===== src/rtl/if_prefetch_queue_if.sv =====
// Instruction-memory bus between the fetch front end (master) and the instruction memory (slave).
// A request is accepted when req & gnt; responses come back in request order on rvalid/rdata.
interface if_prefetch_queue_if;
    logic        req;
    logic [31:0] addr;
    logic        gnt;
    logic        rvalid;
    logic [31:0] rdata;

    modport master (
        output req,
        output addr,
        input  gnt,
        input  rvalid,
        input  rdata
    );

    modport slave (
        input  req,
        input  addr,
        output gnt,
        output rvalid,
        output rdata
    );
endinterface


===== src/rtl/if_prefetch_queue.sv =====
// Instruction fetch front end with an in-order prefetch queue feeding the IF/ID register.
// Credits bound queue occupancy plus in-flight requests to DEPTH, so a response always has a
// free slot. On a redirect, responses still in flight are counted off and discarded.
module if_prefetch_queue #(
    parameter int unsigned DEPTH    = 4,
    parameter logic [31:0] RESET_PC = 32'h0000_0000
) (
    input  logic                       clk,
    input  logic                       reset,
    input  logic                       stall,
    input  logic                       redirect,
    input  logic [31:0]                redirect_pc,
    if_prefetch_queue_if.master        imem,
    output logic [31:0]                if_id_ir,
    output logic [31:0]                if_id_npc,
    output logic                       if_id_valid
);

    localparam int unsigned PtrW = $clog2(DEPTH);
    localparam int unsigned CntW = $clog2(DEPTH) + 1;
    localparam logic [CntW:0] DepthC = (CntW + 1)'(DEPTH);

    logic [31:0]     pc_q, pc_d;
    logic [31:0]     resp_pc_q, resp_pc_d;
    logic [PtrW-1:0] rd_ptr_q, rd_ptr_d;
    logic [PtrW-1:0] wr_ptr_q, wr_ptr_d;
    logic [CntW-1:0] count_q, count_d;
    logic [CntW-1:0] outstanding_q, outstanding_d;
    logic [CntW-1:0] drop_q, drop_d;
    logic [31:0]     ir_q, ir_d;
    logic [31:0]     npc_q, npc_d;
    logic            valid_q, valid_d;

    logic [31:0]     q_ir  [DEPTH];
    logic [31:0]     q_npc [DEPTH];

    logic [CntW:0]   in_use;
    logic            credit;
    logic            handshake;
    logic            rsp_ok;
    logic            push;
    logic            pop;

    assign in_use    = {1'b0, count_q} + {1'b0, outstanding_q};
    assign credit    = in_use < DepthC;
    assign imem.req  = !reset && !redirect && credit;
    assign imem.addr = pc_q;
    assign handshake = imem.req && imem.gnt;
    // A response with nothing outstanding is a protocol error and is ignored entirely.
    assign rsp_ok    = imem.rvalid && (outstanding_q != '0);
    assign push      = rsp_ok && !redirect && (drop_q == '0);
    assign pop       = !redirect && !stall && (count_q != '0);

    assign if_id_ir    = ir_q;
    assign if_id_npc   = npc_q;
    assign if_id_valid = valid_q;

    // Next-state: fetch pointer, credits, drop counting, queue bookkeeping and IF/ID load.
    always_comb begin
        pc_d          = pc_q;
        resp_pc_d     = resp_pc_q;
        rd_ptr_d      = rd_ptr_q;
        wr_ptr_d      = wr_ptr_q;
        count_d       = count_q;
        outstanding_d = outstanding_q;
        drop_d        = drop_q;
        ir_d          = ir_q;
        npc_d         = npc_q;
        valid_d       = valid_q;

        if (redirect) begin
            pc_d          = redirect_pc;
            resp_pc_d     = redirect_pc;
            rd_ptr_d      = '0;
            wr_ptr_d      = '0;
            count_d       = '0;
            // The word arriving this cycle is already stale, so it is not counted again.
            outstanding_d = outstanding_q - CntW'(rsp_ok);
            drop_d        = outstanding_d;
            ir_d          = 32'h0;
            valid_d       = 1'b0;
        end else begin
            if (handshake) begin
                pc_d = pc_q + 32'd4;
            end
            outstanding_d = outstanding_q + CntW'(handshake) - CntW'(rsp_ok);
            if (rsp_ok && (drop_q != '0)) begin
                drop_d = drop_q - CntW'(1);
            end
            if (push) begin
                wr_ptr_d  = wr_ptr_q + PtrW'(1);
                resp_pc_d = resp_pc_q + 32'd4;
            end
            if (pop) begin
                rd_ptr_d = rd_ptr_q + PtrW'(1);
            end
            count_d = count_q + CntW'(push) - CntW'(pop);
            if (!stall) begin
                if (count_q != '0) begin
                    ir_d    = q_ir[rd_ptr_q];
                    npc_d   = q_npc[rd_ptr_q];
                    valid_d = 1'b1;
                end else begin
                    ir_d    = 32'h0;
                    valid_d = 1'b0;
                end
            end
        end
    end

    // Control state and IF/ID register with synchronous reset.
    always_ff @(posedge clk) begin
        if (reset) begin
            pc_q          <= RESET_PC;
            resp_pc_q     <= RESET_PC;
            rd_ptr_q      <= '0;
            wr_ptr_q      <= '0;
            count_q       <= '0;
            outstanding_q <= '0;
            drop_q        <= '0;
            ir_q          <= 32'h0;
            npc_q         <= 32'h0;
            valid_q       <= 1'b0;
        end else begin
            pc_q          <= pc_d;
            resp_pc_q     <= resp_pc_d;
            rd_ptr_q      <= rd_ptr_d;
            wr_ptr_q      <= wr_ptr_d;
            count_q       <= count_d;
            outstanding_q <= outstanding_d;
            drop_q        <= drop_d;
            ir_q          <= ir_d;
            npc_q         <= npc_d;
            valid_q       <= valid_d;
        end
    end

    // Queue storage; validity is tracked by the pointers, so the data needs no reset.
    always_ff @(posedge clk) begin
        if (push) begin
            q_ir[wr_ptr_q]  <= imem.rdata;
            q_npc[wr_ptr_q] <= resp_pc_q + 32'd4;
        end
    end

endmodule

===== src/flat_wrapper.sv =====
// flat-port wrapper written by rule: the top's interface ports become plain ports
module if_prefetch_queue_flat 
#(
    parameter int unsigned DEPTH    = 4,
    parameter logic [31:0] RESET_PC = 32'h0000_0000
)
  (clk, reset, stall, redirect, redirect_pc, if_id_ir, if_id_npc, if_id_valid, imem_req, imem_addr, imem_gnt, imem_rvalid, imem_rdata);
  if_prefetch_queue_if imem_i ();
  input  logic clk;
  input  logic reset;
  input  logic stall;
  input  logic redirect;
  input  logic [31:0] redirect_pc;
  output logic [31:0] if_id_ir;
  output logic [31:0] if_id_npc;
  output logic if_id_valid;
  output wire logic [$bits(imem_i.req)-1:0] imem_req;
  output wire logic [$bits(imem_i.addr)-1:0] imem_addr;
  input wire logic [$bits(imem_i.gnt)-1:0] imem_gnt;
  input wire logic [$bits(imem_i.rvalid)-1:0] imem_rvalid;
  input wire logic [$bits(imem_i.rdata)-1:0] imem_rdata;
  assign imem_req = imem_i.req;
  assign imem_addr = imem_i.addr;
  assign imem_i.gnt = imem_gnt;
  assign imem_i.rvalid = imem_rvalid;
  assign imem_i.rdata = imem_rdata;
  if_prefetch_queue #(.DEPTH(DEPTH), .RESET_PC(RESET_PC)) u_core (.clk(clk), .reset(reset), .stall(stall), .redirect(redirect), .redirect_pc(redirect_pc), .imem(imem_i), .if_id_ir(if_id_ir), .if_id_npc(if_id_npc), .if_id_valid(if_id_valid));
endmodule

===== config.mk =====
export PLATFORM = sky130hd
export DESIGN_NAME = if_prefetch_queue_flat
export DESIGN_NICKNAME = d
export VERILOG_FILES = /design/src/rtl/if_prefetch_queue_if.sv /design/src/rtl/if_prefetch_queue.sv /design/src/flat_wrapper.sv
export SDC_FILE = /design/constraint.sdc
export NUM_CORES = 1
export LEC_CHECK = 0
export ABC_AREA = 1
export CAP_MARGIN = 40
export CORE_MARGIN = 5
export CORE_UTILIZATION = 51
export CTS_CLUSTER_SIZE = 28
export DETAILED_ROUTE_END_ITERATION = 10
export DONT_BUFFER_PORTS = 1
export GPL_ROUTABILITY_DRIVEN = 0
export PLACE_DENSITY = 0.73
export SLEW_MARGIN = 10
export SYNTH_ARGS = -nofsm -noshare
export SYNTH_HDL_FRONTEND = slang
export SYNTH_SLANG_ARGS = --single-unit

===== constraint.sdc =====
create_clock -name clk -period 4.4 [get_ports clk]
set_input_delay 0.88 -clock clk [delete_from_list [all_inputs] [get_ports clk]]
set_output_delay 0.88 -clock clk [all_outputs]
set_load 0.005 [all_outputs]

==> results of run 1 <==
sequential cells by signal, summed over array words and instances, names as in the netlist, named ones only:
name	cells
u_core.imem.addr	32
u_core.outstanding_q	3
u_core.q_ir	128
u_core.if_id_valid	1
u_core.drop_q	3
u_core.rd_ptr_q	2
u_core.if_id_npc	32
u_core.q_npc	128
u_core.if_id_ir	32
u_core.resp_pc_q	32
u_core.count_q	3
u_core.wr_ptr_q	2
power by group:
part           leakage [nW]  switching [mW]  internal (mW)  total (mW)
Clock                 0.687            1.47           2.11        3.59
Sequential             3.50           0.128           4.19        4.32
Combinational          2.56           0.458          0.226       0.684
metrics by stage:
stage / hold WS, ns / utilization (%)
floorplan: 0.447 / -
global placement: 0.459 / 52.2
detailed placement: 0.463 / 52.8
CTS: 0.378 / 57.0
global route: 0.386 / 57.0
finish: 0.394 / 57.0
cell usage in the layout (no fill, tap or decap), types with 32 or more instances in the layout:
cell and n:
clkbuf_16 42, inv_1 100, a21oi_1 93, o21ai_0 193
edfxtp_1 256, nor2_1 337, o22ai_1 32, nand2_1 331
nand3_1 58, o32ai_1 32, dfxtp_1 141
how the worst max path moves through the flow:
stage	depth (start not counted)	end	slack [ns]
after floorplan	5	u_core.q_ir[0][0]$_DFFE_PP_	-0.11
after global placement	9	u_core.count_q[2]$_SDFF_PP0_	1.63
after detailed placement	9	u_core.count_q[2]$_SDFF_PP0_	1.63
after CTS	11	u_core.count_q[2]$_SDFF_PP0_	1.89
after global routing	11	u_core.count_q[2]$_SDFF_PP0_	1.70
final	11	u_core.count_q[2]$_SDFF_PP0_	1.88
logic make-up after synthesis:
| family | after synthesis | share of synthesized area, % |
|---|---|---|
| AO/OA/AOI/OAI | 367 | 11.8 |
| XOR/XNOR | 22 | 1.26 |
| buffers and inverters | 200 | 4.94 |
| adder cells (fa/ha/maj) | 18 | 1.41 |
| AND/OR/NAND/NOR | 776 | 18.7 |
| flip-flops | 400 | 61.9 |
synthesized netlist by cell type, drive strengths merged:
| cell type | count | area, µm² |
|---|---|---|
| edfxtp | 256 | 7690 |
| and2 | 2 | 12.5 |
| or2 | 3 | 18.8 |
| buf | 40 | 241 |
| nor2 | 358 | 1440 |
| nand3 | 62 | 330 |
| xor2 | 16 | 163 |
| nand2 | 340 | 1320 |
| nand3b | 8 | 60.1 |
| o32ai | 32 | 280 |
| xnor2 | 6 | 52.6 |
| o21a | 1 | 7.51 |
| clkbuf | 48 | 181 |
| ha | 16 | 200 |
| a21oi | 95 | 483 |
| nor3 | 3 | 15.0 |
| o21bai | 1 | 7.51 |
| clkinv | 2 | 7.51 |
| inv | 110 | 413 |
| a31oi | 10 | 62.6 |
| o21ai | 195 | 976 |
| dfxtp | 144 | 2880 |
| o22ai | 32 | 200 |
| a211oi | 1 | 7.51 |
| fa | 2 | 40.0 |
routing by layer:
metal	GRT usage (%)	wire, µm	share of wire (%)
met2	36.9	20000	49
met3	6.79	3840	9.3
met5	0	0	0
met4	6.05	959	2.3
met1	26.6	16400	40
worst max-delay path, cell delays in order, from the launching register on:
cell     delay [ns]
dfxtp_1        0.30
inv_1          0.07
ha_1           0.20
nand2_1        0.11
nor2_1         0.07
nand2_2        0.29
inv_2          0.33
ha_1           0.30
fa_1           0.37
xor2_1         0.16
o21ai_0        0.14
a21oi_1        0.05
cell type report:
cell class | count | area [µm²]
clock buffer | 52 | 1110
clock inverter | 26 | 303
fill | 2839 | 14300
inverter | 112 | 420
multi-input combinational | 1183 | 5700
sequential | 400 | 10600
tap | 448 | 561
timing repair buffer | 21 | 313
==> reports/results.ini, run 1 <==
[cts]
htree_levels=2
clkLatencyLatePin_ns=0.55
postCtsResizedCells=0
cts_hold_buf=0
clock-sinks=400
clockRootBuffer=clkbuf_16
post-cts-setup-buffers=0
cts_max_path_buffers=3
cts_made_buffers=42
clkTransAtPathRegs_ns=0.06
cts_tree=yes

[synth]
syn_area_um2=17100
yosysUniqueCellTypes=40
synth_fp_nets=1871
post_synth_inst_count=1783
yosys_warnings=0
synth_seq_cells=400
syn_area_per_cell_um2=9.58
seq_area_frac_synth_pct=61.9

[floorplan]
dieArea_um2=37300
io_pins=168
initial_core_util_pct=51.3
fp-row-count=67
fp.dieH_um=193
core_um2=33300
die_w_um=193

[place]
place_hpwl_um=27300
dp_cells=2164
dpl_worst_slack_ns=1.63
port_buffers=0
placed_area_um2=17600

[min_path]
hold_depth=1
min_from=reset
hold_path_end=u_core.imem.addr[4]$_SDFFE_PP0P_
hold_path.class=in2reg

[sta]
setup_slack_ns=1.88
drv_slew=0
fmax_ghz=0.397
skew_ns=0.0196
fin_crit_ns=2.52
setup_tns_ns=0
grt_setup_unrepaired=false
worst_pin_slew_ns=0.855
hold_viol_final=0
relSlewSlack_pct=42.9
setup_viol=0
post-route-period-util_pct=57.2

[pwr]
max-vdd-ir-drop_mv=0.342
p_leak_nw=6.75
finalPower_mw=8.59
p_per_area_nw_per_um2=452

[routing]
drt_iter0_markers=903
drc=0
dr.pass1.iters=6
vias=12400
drt-wirelength-per-cell_um=18.4
drt-total-wl_um=41200
vias_per_cell=5.52
ant_nets=0

[finish]
syn_to_final_growth_pct=11.1
nets=1848
layout-drive-gt1-share_pct=7.80
fin_area_um2=19000
antenna_cells=0
fin_cells=2242

[worst_setup_path]
worstPathRequired_ns=4.83
path_class=reg2reg
worstPathMaxFanout=29
arrival_ns=2.95
regToRegEndpoint=u_core.count_q[2]$_SDFF_PP0_
critPathLaunchType=flop
critical_path.startpoint=u_core.drop_q[0]$_SDFFE_PP0P_
r2r_start=u_core.drop_q[0]$_SDFFE_PP0P_
rr_worst_depth=11
cp-end-kind=flop
reg2reg_slack_ns=1.88

[run]
maxCapViolCount=0

[global_routing]
overflow=0
grt_pass1_vias=11600
grt_start_max_net_pins=69
antenna_found_initial=0
grt_pass1_wl_um=63500
grt_util_all_layers_pct=21.6

[run_status]
status=finished, final reports clean

Power figures use the tool's default switching activity.
==> run 2, diff against run 1 <==
==> constraint.sdc (replaced) <==
create_clock -name clk -period 2 [get_ports clk]
set_input_delay 0.4 -clock clk [delete_from_list [all_inputs] [get_ports clk]]
set_output_delay 0.4 -clock clk [all_outputs]
set_load 0.005 [all_outputs]
==> run 2 against run 1 <==
Clock power rose by 120%. Critical path type unchanged. Die area did not move. Clock skew fell by 0.0090 ns. Combinational power rose to 2.8 times the previous value. Highest routed layer unchanged. Cell count rose by 2.9%. Global-route usage rose by 0.81 points. Largest cell class unchanged.
==> reports/results.ini, run 2 (same netlist as run 1, synthesis figures left out) <==
[global_routing]
overflow=0
grt_util_all_layers_pct=22.4
grt_pass1_vias=12000
grt_pass1_wl_um=65900
antenna_found_initial=1
grt_start_max_net_pins=69

[sta]
relSlewSlack_pct=54.5
hold_viol_final=0
drv_slew=0
whs_ns=0.0180
post-route-period-util_pct=97.9
fin_crit_ns=1.96
skew_ns=0.0106
grt_setup_unrepaired=true
setup_viol=0
setup_tns_ns=0
fmax_ghz=0.511
worst_pin_slew_ns=0.683

[worst_setup_path]
critPathLaunchType=flop
regToRegEndpoint=u_core.count_q[2]$_SDFF_PP0_
worstPathRequired_ns=2.43
reg2reg_slack_ns=0.04
worstPathMaxFanout=3
path_class=reg2reg
slowest_stage=dfxtp_4
arrival_ns=2.38
cp_common_cell=inv_2
worstPathCellList=inv_4, nand3_2, inv_2, nor2_4, inv_2, nor2_4, ha_4, inv_2, ha_4, fa_2, xor2_2, o21ai_1, a21oi_1
rr_worst_depth=13
r2r_start=u_core.count_q[1]$_SDFF_PP0_
slowest_delay_ns=0.36
cp-end-kind=flop

[cts]
clkTransAtPathRegs_ns=0.06
clkLatencyLatePin_ns=0.54
cts_made_buffers=42
cts_tree=yes
clock-sinks=400
cts_max_path_buffers=3
htree_levels=2
clockRootBuffer=clkbuf_16

[routing]
vias_per_cell=5.56
drt-total-wl_um=43000
drt_iter0_markers=1122
vias=12800
ant_nets=0
dr.pass1.iters=5
drc=0
drt-wirelength-per-cell_um=18.6

[run_status]
status=finished, final reports clean

[place]
place_hpwl_um=27400
port_buffers=0
placed_area_um2=17900

[pwr]
p_per_area_nw_per_um2=978
max-vdd-ir-drop_mv=0.778
p_leak_nw=7.07

[finish]
syn_to_final_growth_pct=15.7
layout-drive-gt1-share_pct=10.8
fin_area_um2=19800
layout_commonest_cell=nor2_1
fill_cells=2762
top_regs=u_core.q_ir x128, u_core.q_npc x128
final_cell_mix=334 x nor2_1, 329 x nand2_1, 256 x edfxtp_1, 192 x o21ai_0, 137 x dfxtp_1
nets=1914

[floorplan]
dieArea_um2=37300
fp.dieH_um=193
core_um2=33300
die_w_um=193
fp-row-count=67
initial_core_util_pct=51.3
io_pins=168

[min_path]
min_from=stall
hold_path_end=u_core.if_id_ir[4]$_SDFFE_PP0N_
hold_path.class=in2reg
hold_depth=2

[run]
maxCapViolCount=0

run 2: cell count changes in the layout (fill, tap and decap cells not counted), moves of 4 or more:
cell / delta
buf_16: -4
dlygate4sd3_1: +34
buf_4: +23
buf_12: +12
ha_4: +5
ha_1: -6
inv_1: -5
dfxtp_1: -4
run 2: how the worst max path moves through the flow:
stage	end	slack (ns)	start	cells past startpoint
4_1_cts	u_core.outstanding_q[2]$_SDFF_PP0_	0.0003	u_core.count_q[1]$_SDFF_PP0_	11
6_report	u_core.count_q[2]$_SDFF_PP0_	0.04	u_core.count_q[1]$_SDFF_PP0_	13
2_1_floorplan	u_core.q_ir[0][0]$_DFFE_PP_	-0.23	u_core.drop_q[1]$_SDFFE_PP0P_	7
5_1_grt	u_core.outstanding_q[2]$_SDFF_PP0_	-0.04	u_core.count_q[1]$_SDFF_PP0_	11
3_3_place_gp	u_core.outstanding_q[2]$_SDFF_PP0_	0.009	u_core.outstanding_q[1]$_SDFF_PP0_	11
3_5_place_dp	u_core.outstanding_q[2]$_SDFF_PP0_	-0.02	u_core.outstanding_q[2]$_SDFF_PP0_	11
run 2: repair_timing:
action / 4_1_cts / 5_1_grt
hold endpoints to repair: 191 / 0
pin swaps: 0 / 7
setup buffers: 0 / 3
hold buffers: 36 / 0
setup endpoints to repair: 2 / 17
resized for setup: 5 / 14
run 2: layer usage:
layer | wire length (µm) | global-route usage (%) | vias to the layer above
met5 | 0 | 0 | -
met4 | 1260 | 7.33 | 0
met3 | 3690 | 5.55 | 82
met2 | 20700 | 37.4 | 484
met1 | 17400 | 28.9 | 6120
li1 | - | - | 6148
run 2: critical path: cells and delay by family (launching register included):
kind                     cells  cell delay, ns
flip-flops                   1            0.36
adder cells (fa/ha/maj)      3            0.76
buffers and inverters        4            0.24
AND/OR/NAND/NOR              3            0.15
AO/OA/AOI/OAI                2            0.16
XOR/XNOR                     1            0.19
run 2: cell type report:
class / instances / area, µm² / area share [%]
timing repair buffer: 87 / 967 / 4.89
tap: 448 / 561 / 2.84
clock inverter: 26 / 305 / 1.54
antenna: 1 / 2.50 / 0.0127
multi-input combinational: 1183 / 5820 / 29.4
inverter: 112 / 425 / 2.15
clock buffer: 51 / 1100 / 5.59
sequential: 400 / 10600 / 53.5
run 2: where the power goes:
group          internal (mW)  switching, mW  leakage (nW)  total (mW)
Combinational          0.730           1.17          2.88        1.90
Sequential              9.23          0.280          3.51        9.51
Clock                   4.74           3.18         0.689        7.92
Total                   14.7           4.63          7.07        19.3
run 2: per-stage QoR:
step	std cells	worst slack, ns	total power [mW]	util [%]
floorplan	1783	-0.234	10.8	-
CTS	2304	0.000268	19.4	59.2
global placement	2191	0.00882	11.3	53.7
detailed placement	2191	-0.0173	11.4	53.7
global route	2308	-0.0368	20.1	59.4
finish	2308	0.0418	19.3	59.4
